## src/rtl/issue_pkg.sv

```systemverilog
// rtl/issue_pkg.sv - shared types and helpers for the dual-issue queue
// Purpose: functional-unit encoding, decoded instruction packet and the
//          load-use hazard helper used by the pairing logic.
// Ports:   none (package).
package issue_pkg;

  localparam int PAYLOAD_W = 96;

  typedef enum logic [2:0] {
    FU_ALU = 3'd0,
    FU_BR  = 3'd1,
    FU_LD  = 3'd2,
    FU_ST  = 3'd3,
    FU_MUL = 3'd4,
    FU_DIV = 3'd5
  } fu_t;

  typedef struct packed {
    logic [31:0]          pc;
    logic [4:0]           raddr1;
    logic [4:0]           raddr2;
    logic [4:0]           waddr;
    logic                 rf_we;
    fu_t                  fu;
    logic [PAYLOAD_W-1:0] payload;
  } inst_pkt_t;

  // Source-side view of a candidate: the only fields the pairing logic reads.
  typedef struct packed {
    logic [4:0] raddr1;
    logic [4:0] raddr2;
    fu_t        fu;
  } src_view_t;

  // Lane B of the previous issue carries the only results that MEM cannot
  // forward (load data, multiply, divide); a reader of them must wait.
  function automatic logic load_use(src_view_t x, logic prev_valid, fu_t prev_fu,
                                    logic prev_rf_we, logic [4:0] prev_waddr);
    logic long_lat;
    long_lat = (prev_fu == FU_LD) || (prev_fu == FU_MUL) || (prev_fu == FU_DIV);
    return prev_valid && long_lat && prev_rf_we && (prev_waddr != 5'd0) &&
           ((x.raddr1 == prev_waddr) || (x.raddr2 == prev_waddr));
  endfunction

endpackage

```

## src/rtl/issue_queue_if.sv

```systemverilog
// rtl/issue_queue_if.sv - decode/execute facing bus of the issue queue
// Purpose: bundles the enqueue handshake, stall/flush controls and the
//          registered ID/EX lane outputs.
// Ports:   master = decode + execution side (drives in_*, stall, flush);
//          slave  = issue queue (drives in_ready, out_*, count).
interface issue_queue_if #(parameter int DEPTH = 8);
  import issue_pkg::*;

  localparam int CW = $clog2(DEPTH) + 1;

  logic          in_valid0;
  logic          in_valid1;
  inst_pkt_t     in_pkt0;
  inst_pkt_t     in_pkt1;
  logic          in_ready;
  logic          stall;
  logic          flush;
  logic          out_valid_a;
  logic          out_valid_b;
  inst_pkt_t     out_pkt_a;
  inst_pkt_t     out_pkt_b;
  logic [CW-1:0] count;

  modport master (
    output in_valid0, in_valid1, in_pkt0, in_pkt1, stall, flush,
    input  in_ready, out_valid_a, out_valid_b, out_pkt_a, out_pkt_b, count
  );

  modport slave (
    input  in_valid0, in_valid1, in_pkt0, in_pkt1, stall, flush,
    output in_ready, out_valid_a, out_valid_b, out_pkt_a, out_pkt_b, count
  );

endinterface

```

## src/rtl/issue_pair_check.sv

```systemverilog
// rtl/issue_pair_check.sv - combinational pairing and hazard selection
// Purpose: decides what issues this cycle from the two oldest entries.
// Ports:   c0/c1 source views with valids, c0 destination, previous lane B
//          destination info; outputs issue_a, issue_b, sel_b_from_c0, deq.
module issue_pair_check
  import issue_pkg::*;
(
  input  src_view_t  c0,
  input  logic       c0_valid,
  input  logic [4:0] c0_waddr,
  input  logic       c0_rf_we,
  input  src_view_t  c1,
  input  logic       c1_valid,
  input  logic       prev_valid,
  input  fu_t        prev_fu,
  input  logic       prev_rf_we,
  input  logic [4:0] prev_waddr,
  output logic       issue_a,
  output logic       issue_b,
  output logic       sel_b_from_c0,
  output logic [1:0] deq
);

  logic hz0;
  logic hz1;
  logic raw;
  logic both_br;
  logic c0_lane_a_ok;

  assign hz0 = load_use(c0, prev_valid, prev_fu, prev_rf_we, prev_waddr);
  assign hz1 = load_use(c1, prev_valid, prev_fu, prev_rf_we, prev_waddr);

  // Same-cycle lanes cannot forward A->B, so a B reader of A's result waits.
  assign raw = c0_rf_we && (c0_waddr != 5'd0) &&
               ((c1.raddr1 == c0_waddr) || (c1.raddr2 == c0_waddr));

  assign both_br      = (c0.fu == FU_BR) && (c1.fu == FU_BR);
  assign c0_lane_a_ok = (c0.fu == FU_ALU) || (c0.fu == FU_BR);

  always_comb begin
    issue_a       = 1'b0;
    issue_b       = 1'b0;
    sel_b_from_c0 = 1'b0;
    deq           = 2'd0;
    if (c0_valid && !hz0) begin
      if (c0_lane_a_ok) begin
        issue_a = 1'b1;
        deq     = 2'd1;
        if (c1_valid && !hz1 && !raw && !both_br) begin
          issue_b = 1'b1;
          deq     = 2'd2;
        end
      end else begin
        // Memory and long-latency units only exist behind lane B.
        issue_b       = 1'b1;
        sel_b_from_c0 = 1'b1;
        deq           = 2'd1;
      end
    end
  end

endmodule

```

## src/rtl/issue_queue.sv

```systemverilog
// rtl/issue_queue.sv - dual-issue instruction FIFO and ID/EX pairing stage
// Purpose: buffers up to two decoded instructions per cycle and issues up to
//          two in-order instructions into lanes A/B through registered outputs.
// Ports:   clk, rstn (async active-low); bus (issue_queue_if.slave) carrying
//          in_valid0/1, in_pkt0/1, in_ready, stall, flush, out_valid_a/b,
//          out_pkt_a/b and count.
module issue_queue
  import issue_pkg::*;
#(
  parameter int DEPTH = 8
) (
  input  logic          clk,
  input  logic          rstn,
  issue_queue_if.slave  bus
);

  localparam int AW = $clog2(DEPTH);
  localparam int CW = AW + 1;

  inst_pkt_t     mem [DEPTH];
  logic [AW-1:0] head;
  logic [AW-1:0] tail;
  logic [CW-1:0] count;

  logic          out_valid_a;
  logic          out_valid_b;
  inst_pkt_t     out_pkt_a;
  inst_pkt_t     out_pkt_b;

  logic          in_ready;
  logic          enq;
  logic [1:0]    n_enq;
  logic [1:0]    deq_eff;

  inst_pkt_t     c0;
  inst_pkt_t     c1;
  src_view_t     c0_src;
  src_view_t     c1_src;
  logic          c0_valid;
  logic          c1_valid;

  logic          issue_a;
  logic          issue_b;
  logic          sel_b_from_c0;
  logic [1:0]    deq;

  assign in_ready = (count <= CW'(DEPTH - 2));
  assign enq      = in_ready && bus.in_valid0;
  assign n_enq    = enq ? (bus.in_valid1 ? 2'd2 : 2'd1) : 2'd0;

  assign c0       = mem[head];
  assign c1       = mem[head + AW'(1)];
  assign c0_valid = (count != '0);
  assign c1_valid = (count > CW'(1));

  assign c0_src   = '{raddr1: c0.raddr1, raddr2: c0.raddr2, fu: c0.fu};
  assign c1_src   = '{raddr1: c1.raddr1, raddr2: c1.raddr2, fu: c1.fu};

  issue_pair_check u_pair_check (
    .c0            (c0_src),
    .c0_valid      (c0_valid),
    .c0_waddr      (c0.waddr),
    .c0_rf_we      (c0.rf_we),
    .c1            (c1_src),
    .c1_valid      (c1_valid),
    .prev_valid    (out_valid_b),
    .prev_fu       (out_pkt_b.fu),
    .prev_rf_we    (out_pkt_b.rf_we),
    .prev_waddr    (out_pkt_b.waddr),
    .issue_a       (issue_a),
    .issue_b       (issue_b),
    .sel_b_from_c0 (sel_b_from_c0),
    .deq           (deq)
  );

  assign deq_eff = bus.stall ? 2'd0 : deq;

  // Storage carries no reset; occupancy is tracked by count alone.
  always_ff @(posedge clk) begin
    if (enq && !bus.flush) begin
      mem[tail] <= bus.in_pkt0;
      if (bus.in_valid1) begin
        mem[tail + AW'(1)] <= bus.in_pkt1;
      end
    end
  end

  always_ff @(posedge clk or negedge rstn) begin
    if (!rstn) begin
      head        <= '0;
      tail        <= '0;
      count       <= '0;
      out_valid_a <= 1'b0;
      out_valid_b <= 1'b0;
      out_pkt_a   <= '0;
      out_pkt_b   <= '0;
    end else if (bus.flush) begin
      // Packets are left as they are; the cleared valids make them inert.
      head        <= '0;
      tail        <= '0;
      count       <= '0;
      out_valid_a <= 1'b0;
      out_valid_b <= 1'b0;
    end else begin
      tail  <= tail + AW'(n_enq);
      count <= count + CW'(n_enq) - CW'(deq_eff);
      if (!bus.stall) begin
        head        <= head + AW'(deq);
        out_valid_a <= issue_a;
        out_valid_b <= issue_b;
        if (issue_a) begin
          out_pkt_a <= c0;
        end
        if (issue_b) begin
          out_pkt_b <= sel_b_from_c0 ? c0 : c1;
        end
      end
    end
  end

  assign bus.in_ready    = in_ready;
  assign bus.out_valid_a = out_valid_a;
  assign bus.out_valid_b = out_valid_b;
  assign bus.out_pkt_a   = out_pkt_a;
  assign bus.out_pkt_b   = out_pkt_b;
  assign bus.count       = count;

endmodule

```

## src/flat_wrapper.sv

```systemverilog
// flat-port wrapper written by rule: the top's interface ports become plain ports
module issue_queue_flat import issue_pkg::*;
#(
  parameter int DEPTH = 8
)
  (clk, rstn, bus_in_valid0, bus_in_valid1, bus_in_pkt0, bus_in_pkt1, bus_stall, bus_flush, bus_in_ready, bus_out_valid_a, bus_out_valid_b, bus_out_pkt_a, bus_out_pkt_b, bus_count);
  issue_queue_if #(.DEPTH(DEPTH)) bus_i ();
  input  logic clk;
  input  logic rstn;
  input wire logic [$bits(bus_i.in_valid0)-1:0] bus_in_valid0;
  input wire logic [$bits(bus_i.in_valid1)-1:0] bus_in_valid1;
  input wire logic [$bits(bus_i.in_pkt0)-1:0] bus_in_pkt0;
  input wire logic [$bits(bus_i.in_pkt1)-1:0] bus_in_pkt1;
  input wire logic [$bits(bus_i.stall)-1:0] bus_stall;
  input wire logic [$bits(bus_i.flush)-1:0] bus_flush;
  output wire logic [$bits(bus_i.in_ready)-1:0] bus_in_ready;
  output wire logic [$bits(bus_i.out_valid_a)-1:0] bus_out_valid_a;
  output wire logic [$bits(bus_i.out_valid_b)-1:0] bus_out_valid_b;
  output wire logic [$bits(bus_i.out_pkt_a)-1:0] bus_out_pkt_a;
  output wire logic [$bits(bus_i.out_pkt_b)-1:0] bus_out_pkt_b;
  output wire logic [$bits(bus_i.count)-1:0] bus_count;
  assign bus_i.in_valid0 = bus_in_valid0;
  assign bus_i.in_valid1 = bus_in_valid1;
  assign bus_i.in_pkt0 = bus_in_pkt0;
  assign bus_i.in_pkt1 = bus_in_pkt1;
  assign bus_i.stall = bus_stall;
  assign bus_i.flush = bus_flush;
  assign bus_in_ready = bus_i.in_ready;
  assign bus_out_valid_a = bus_i.out_valid_a;
  assign bus_out_valid_b = bus_i.out_valid_b;
  assign bus_out_pkt_a = bus_i.out_pkt_a;
  assign bus_out_pkt_b = bus_i.out_pkt_b;
  assign bus_count = bus_i.count;
  issue_queue #(.DEPTH(DEPTH)) u_core (.clk(clk), .rstn(rstn), .bus(bus_i));
endmodule
```

## config.mk

```make
export PLATFORM = sky130hd
export DESIGN_NAME = issue_queue_flat
export DESIGN_NICKNAME = d
export VERILOG_FILES = /design/src/rtl/issue_pkg.sv /design/src/rtl/issue_queue_if.sv /design/src/rtl/issue_pair_check.sv /design/src/rtl/issue_queue.sv /design/src/flat_wrapper.sv
export SDC_FILE = /design/constraint.sdc
export NUM_CORES = 2
export LEC_CHECK = 0
export CAP_MARGIN = 20
export CORE_MARGIN = 1
export CORE_UTILIZATION = 37
export DETAILED_ROUTE_END_ITERATION = 7
export SYNTH_ARGS = -nofsm -noshare
export SYNTH_HDL_FRONTEND = slang
export SYNTH_SLANG_ARGS = --single-unit
```

## constraint.sdc

```tcl
create_clock -name clk -period 14.07 [get_ports clk]
set_input_delay 2.1105 -clock clk [delete_from_list [all_inputs] [get_ports clk]]
set_output_delay 2.1105 -clock clk [all_outputs]
set_load 0.01 [all_outputs]
```

Word-level counts from Yosys, hierarchy flattened:

Memory sizes are Yosys's and may differ from the RTL's.
Index checks and enable logic that the tools add are counted.

* register bits: 306
* bits in writable memories: 1176
* memories kept: 1

Memory list
* u_core.mem: words 8, width 147, read ports 2, clocked after memory_dff 0, write ports 2, RTL line issue_queue.sv:20 `inst_pkt_t mem [DEPTH];`

* add/subtract/negate cells: 6
* $lt $le $gt $ge: 2
* equality and inequality tests: 12
* muxes and demuxes: 27
* bitwise gates (word level): 2
* reduce and logical (&&, ||, !) cells: 31

Operators with widths (number)
* two-way mux 147 bit: 1
* == test 5 bit: 6
* two-way mux 1 bit: 16
* logical AND 1 bit: 14
* two-way mux 2 bit: 6
* nonzero test 5 bit: 2
* two-way mux 3 bit: 3
* adder 3 x 1 -> 3 bit, second input constant: 2
* adder 3 x 2 -> 3 bit: 2
* == test 3 x 1 -> 1 bit, second input constant: 2
* == test 3 bit, second input constant: 2
* logical OR 1 bit: 6
* AND reduction 3 bit: 2
* logical NOT 1 bit: 5
* adder 4 x 2 -> 4 bit: 1
* greater-than comparator 4 x 1 -> 1 bit, second input constant: 1
* less-or-equal comparator 4 x 3 -> 1 bit, second input constant: 1
* two-way mux 4 bit: 1
* nonzero test 4 bit: 1
* subtractor 4 x 2 -> 4 bit: 1
* == test 3 x 2 -> 1 bit, second input constant: 1
* logical NOT 3 bit: 1
* != test 2 x 1 -> 1 bit, second input constant: 1
* NOT 1 bit: 2

Longest topological paths before layout:

* depth in word-level cells: 17
* gate-level depth with buffers: 19

Modules after synthesis:

A second synthesis with hierarchy kept.

* cell total of the unflattened synthesis: 4703
* area total of the unflattened synthesis: 78699.2 µm²

By module, submodules not included
* issue_queue: instances 1, cells each 4632, area each 78158.7 µm², seq. area each 42971.2 µm²
* issue_pair_check: instances 1, cells each 71, area each 540.5 µm², seq. area each 0.0 µm²

Worst setup path after synthesis:

Ideal clock, no wire load.

* kind: input to register
* from: in bus_flush
* to: mem u_core.mem[1][0] (netlist bit) (enable)
* library setup time: 870 ps
* arrival: 13235 ps
* slack: -35 ps
* stages: 3
* path buffers: 1
* path through: buf_2 > nand3b_1 > o31ai_1

RTL lines
* start: declaration: RTL line flat_wrapper.sv:15 `input wire logic [$bits(bus_i.flush)-1:0] bus_flush;`
* end: declaration: RTL line issue_queue.sv:20

Worst setup path after layout:

* from: reg u_core.head[0]
* to: reg, netlist name u_core.bus.out_pkt_a[33]

* longest elaborated chain between the ends: 8

RTL lines
* start: declaration: RTL line issue_queue.sv:21 `logic [AW-1:0] head;`
* start signal: assignment: RTL line issue_queue.sv:108 `head <= head + AW'(deq);`
* memory read (8 x 147 bit) *
* == test 5 bit: RTL line issue_pkg.sv:42 `((x.raddr1 == prev_waddr) || (x.raddr2 == prev_waddr));`
* logical OR 1 bit: RTL line issue_pkg.sv:42
* logical AND 1 bit: RTL line issue_pkg.sv:41 `return prev_valid && long_lat && prev_rf_we && (prev_waddr != 5'd0) &&`
* logical NOT 1 bit: RTL line issue_pair_check.sv:45 `if (c0_valid && !hz0) begin`
* logical AND 1 bit: RTL line issue_pair_check.sv:45
* two-way mux 1 bit: RTL line issue_pair_check.sv:45
* AND reduction 3 bit (no source line)

Mark *: on every way between the ends. The rest lies on a longest branch, timed or not.
A chain may end at the register's enable or synchronous reset.

==> metrics.cfg <==
[run_status]
status = complete, no violations

[critical_path]
r2r-end = u_core.bus.out_pkt_a[33]$_DFFE_PN0P_
worstPathCellList = buf_4, buf_4, mux4_2, mux2i_1, xnor2_1, nor2_1, a41oi_2, nand2_2, nor4_4, buf_4, buf_4, buf_4, mux2_2
crit_top_cell = buf_4
slowest_delay_ns = 0.86
cp.required_ns = 14.79
cp-start-kind = flop
endpoint_kind = flop
critPathKind = flop to flop
cp.arrival_ns = 7.46
reg2reg_from = u_core.head[0]$_DFFE_PN0P_
r2r_slack_ns = 7.33
reg2regPathDepth = 13
critical-path-slowest-cell = dfrtp_4
worst-path-max-fanout = 55

[grt]
antenna_found_initial = 74
grt_first_pass_wirelength_um = 367000
grt_max_degree = 115
grt_busiest_layer = met2
grt_pass1_vias = 50700
grtUsageMet2 = 0.384
grt_use_total = 0.227
met3_usage = 0.0466
grt_overflow_total = 0
grtUsageMet1 = 0.292

[die]
ios = 601
core-area_um2 = 217000
die_area_um2 = 221000
rows = 171
die_h_um = 470
start_util = 0.373
die_x_um = 470

[clocking]
numCtsBuffers = 172
clkTransAtPathRegs_ns = 0.06
clk_latency_ns = 0.83
cts-hold-fix-buffers = 0
cts_tree = done
cts_setup_buffers = 0
cts_resized = 0
cts_root_buffer = clkbuf_16
cts_buffer_depth = 3
numClockSinks = 1482
ctsHtreeMaxLevel = 4

[timing]
slew_headroom = 0.245
max_clock_freq_mhz = 148
slew_viol_final = 0
worst_slew_pin_slew_ns = 1.13
fin_tns_setup_ns = 0
hold_violations = 0
finalSetupViolations = 0
finClkSkew_ns = 0.0338
fin_crit_ns = 6.74
rsz0062_at_grt = false
period_share = 0.479

[synthesis]
ys_types = 55
synth_area_per_cell_um2 = 16.7
netlist.area_leader.share = 0.436
syn_area_um2 = 81100
synthTopCellsByArea = edfxtp_1 44%, mux2_2 18%, mux4_2 16%, dfrtp_1 9.4%, mux2i_1 5.5%
syn_inst = 4856
syn_nets = 5170
post-synth-top-area-cell = edfxtp_1
ys_seq_area_frac = 0.530
ys_ff_latch = 1482
yosysWarnings = 0

[place]
hpwl_um = 149000
gp_congestion = 0.804
dpl_cell_area_um2 = 90000
portBuffers = 600

[pwr]
p_int_mw = 11.6
leakagePower_nw = 32.3
power.density_nw_per_um2 = 183
p_clk_frac = 0.254
ir_worst_vdd_mv = 0.224
pwr-share-seq = 0.335
sw_frac_of_total = 0.336
combPwrFrac = 0.410
power.switching_mw = 5.87

[min_path]
min_to = u_core.bus.out_pkt_a[15]$_DFFE_PN0P_
min_path_cells = 1
hold_class = flop to flop
min-delay-start = u_core.bus.out_pkt_a[15]$_DFFE_PN0P_

[routing]
drt-total-wl_um = 254000
routed-via-count = 48000
drt_iter0_drc = 3811
routedWlPerCell_um = 30.2
drc = 0
dr.pass1.iters = 6
via_per_inst = 5.72
antenna_left = 0

[job]
drv_cap = 0

[final_layout]
utilization = 0.440
final_area_um2 = 95600
final_nets = 5673
drive_gt1_frac = 0.422
layout_common_cells = 1317 x mux2_2, 1176 x edfxtp_1, 599 x clkdlybuf4s50_1
layout_commonest_cell = mux2_2
syn2layout_area_growth_pct = 18.0
fillers = 19200

registers in the layout (all words and copies together), names as in the netlist:
signal,count
u_core.bus.out_valid_a,1
u_core.bus.out_pkt_a,147
u_core.tail,3
u_core.bus.out_pkt_b,147
u_core.head,3
u_core.mem,1176
u_core.bus.count,4
u_core.bus.out_valid_b,1
cell families (layout without fill, tap and decap cells):
kind of cell             after synthesis  count (layout)  share of synthesized area
AO/OA/AOI/OAI                         43              43                    0.00357
XOR/XNOR                              33              33                    0.00366
multiplexers                        2426            2426                      0.414
buffers and inverters                522            1175                     0.0288
flip-flops                          1482            1482                      0.530
other                                  0              33                          0
adder cells (fa/ha/maj)               14              14                    0.00253
AND/OR/NAND/NOR                      336             336                     0.0177
metrics by stage:
stage	setup slack [ns]	power, mW	instances	hold slack, ns
2_1_floorplan	0.405	10.6	4856	0.504
3_3_place_gp	6.77	13.2	8039	0.470
3_5_place_dp	6.75	13.2	8039	0.477
4_1_cts	7.24	17.7	8363	0.490
5_1_grt	6.93	18.3	8382	0.502
6_report	7.33	17.5	8396	0.485
worst max-delay path, delay by kind of cell (launching register included):
| kind | cells | cell delay [ns] |
|---|---|---|
| buffers and inverters | 5 | 3.23 |
| muxes | 3 | 1.37 |
| DFF | 1 | 0.86 |
| and+or+nand+nor | 3 | 0.53 |
| AOI/OAI and AO/OA | 1 | 0.29 |
| xor gates and xnor gates | 1 | 0.18 |
cells in the mapped netlist, drive strengths merged:
cell type / instances
o21bai: 5
a22oi: 4
o211ai: 2
nand4: 4
o22ai: 1
and3: 5
nor3b: 4
mux2i: 443
o21ai: 8
fa: 4
nor2: 22
o31ai: 3
xor2: 12
a31oi: 5
or4: 1
clkbuf: 198
a21oi: 11
mux2: 1401
nand2: 253
nand3b: 2
nand2b: 2
a21o: 1
nand4b: 1
inv: 159
nand3: 12
ha: 10
nor4: 5
nor2b: 9
or3: 4
and4: 1
xnor2: 21
o221a: 1
buf: 165
dfrtp: 306
and2: 1
nor3: 10
edfxtp: 1176
a41oi: 2
mux4: 582
cell type report:
class,instances,area [µm²],area share
well taps,2854,3570,0.0373
multi-input cells,2852,36000,0.376
clock inverters,56,513,0.00536
flip-flops and latches,1482,43000,0.449
inverters,159,597,0.00624
diodes,33,82.6,0.000863
repair buffers,692,6880,0.0719
clock buffers,268,5060,0.0529
power by group through the flow:
stage | clock, mW | sequential (mW) | combinational (mW)
floorplan | 0 | 5.96 | 4.63
global placement | 0 | 5.94 | 7.24
detailed placement | 0 | 5.95 | 7.26
CTS | 4.54 | 5.87 | 7.30
global route | 4.70 | 5.93 | 7.67
finish | 4.44 | 5.86 | 7.17
worst max-delay path by stage:
stage                          startpoint                                   end  slack, ns  cells past startpoint
3_3_place_gp                    bus_flush           u_core.mem[6][48]$_DFFE_PP_       6.77                      6
6_report       u_core.head[0]$_DFFE_PN0P_  u_core.bus.out_pkt_a[33]$_DFFE_PN0P_       7.33                     13
5_1_grt        u_core.head[0]$_DFFE_PN0P_  u_core.bus.out_pkt_a[40]$_DFFE_PN0P_       6.93                     13
4_1_cts        u_core.head[0]$_DFFE_PN0P_  u_core.bus.out_pkt_a[34]$_DFFE_PN0P_       7.24                     13
3_5_place_dp                    bus_flush           u_core.mem[6][48]$_DFFE_PP_       6.75                      6
2_1_floorplan                   bus_flush            u_core.mem[5][0]$_DFFE_PP_       0.40                      3
per-layer routing:
layer | routed length, µm | share of wire
met2 | 127000 | 0.50
met3 | 15900 | 0.063
met5 | 506 | 0.0020
met4 | 6520 | 0.026
met1 | 104000 | 0.41
Power figures use the tool's default switching activity.
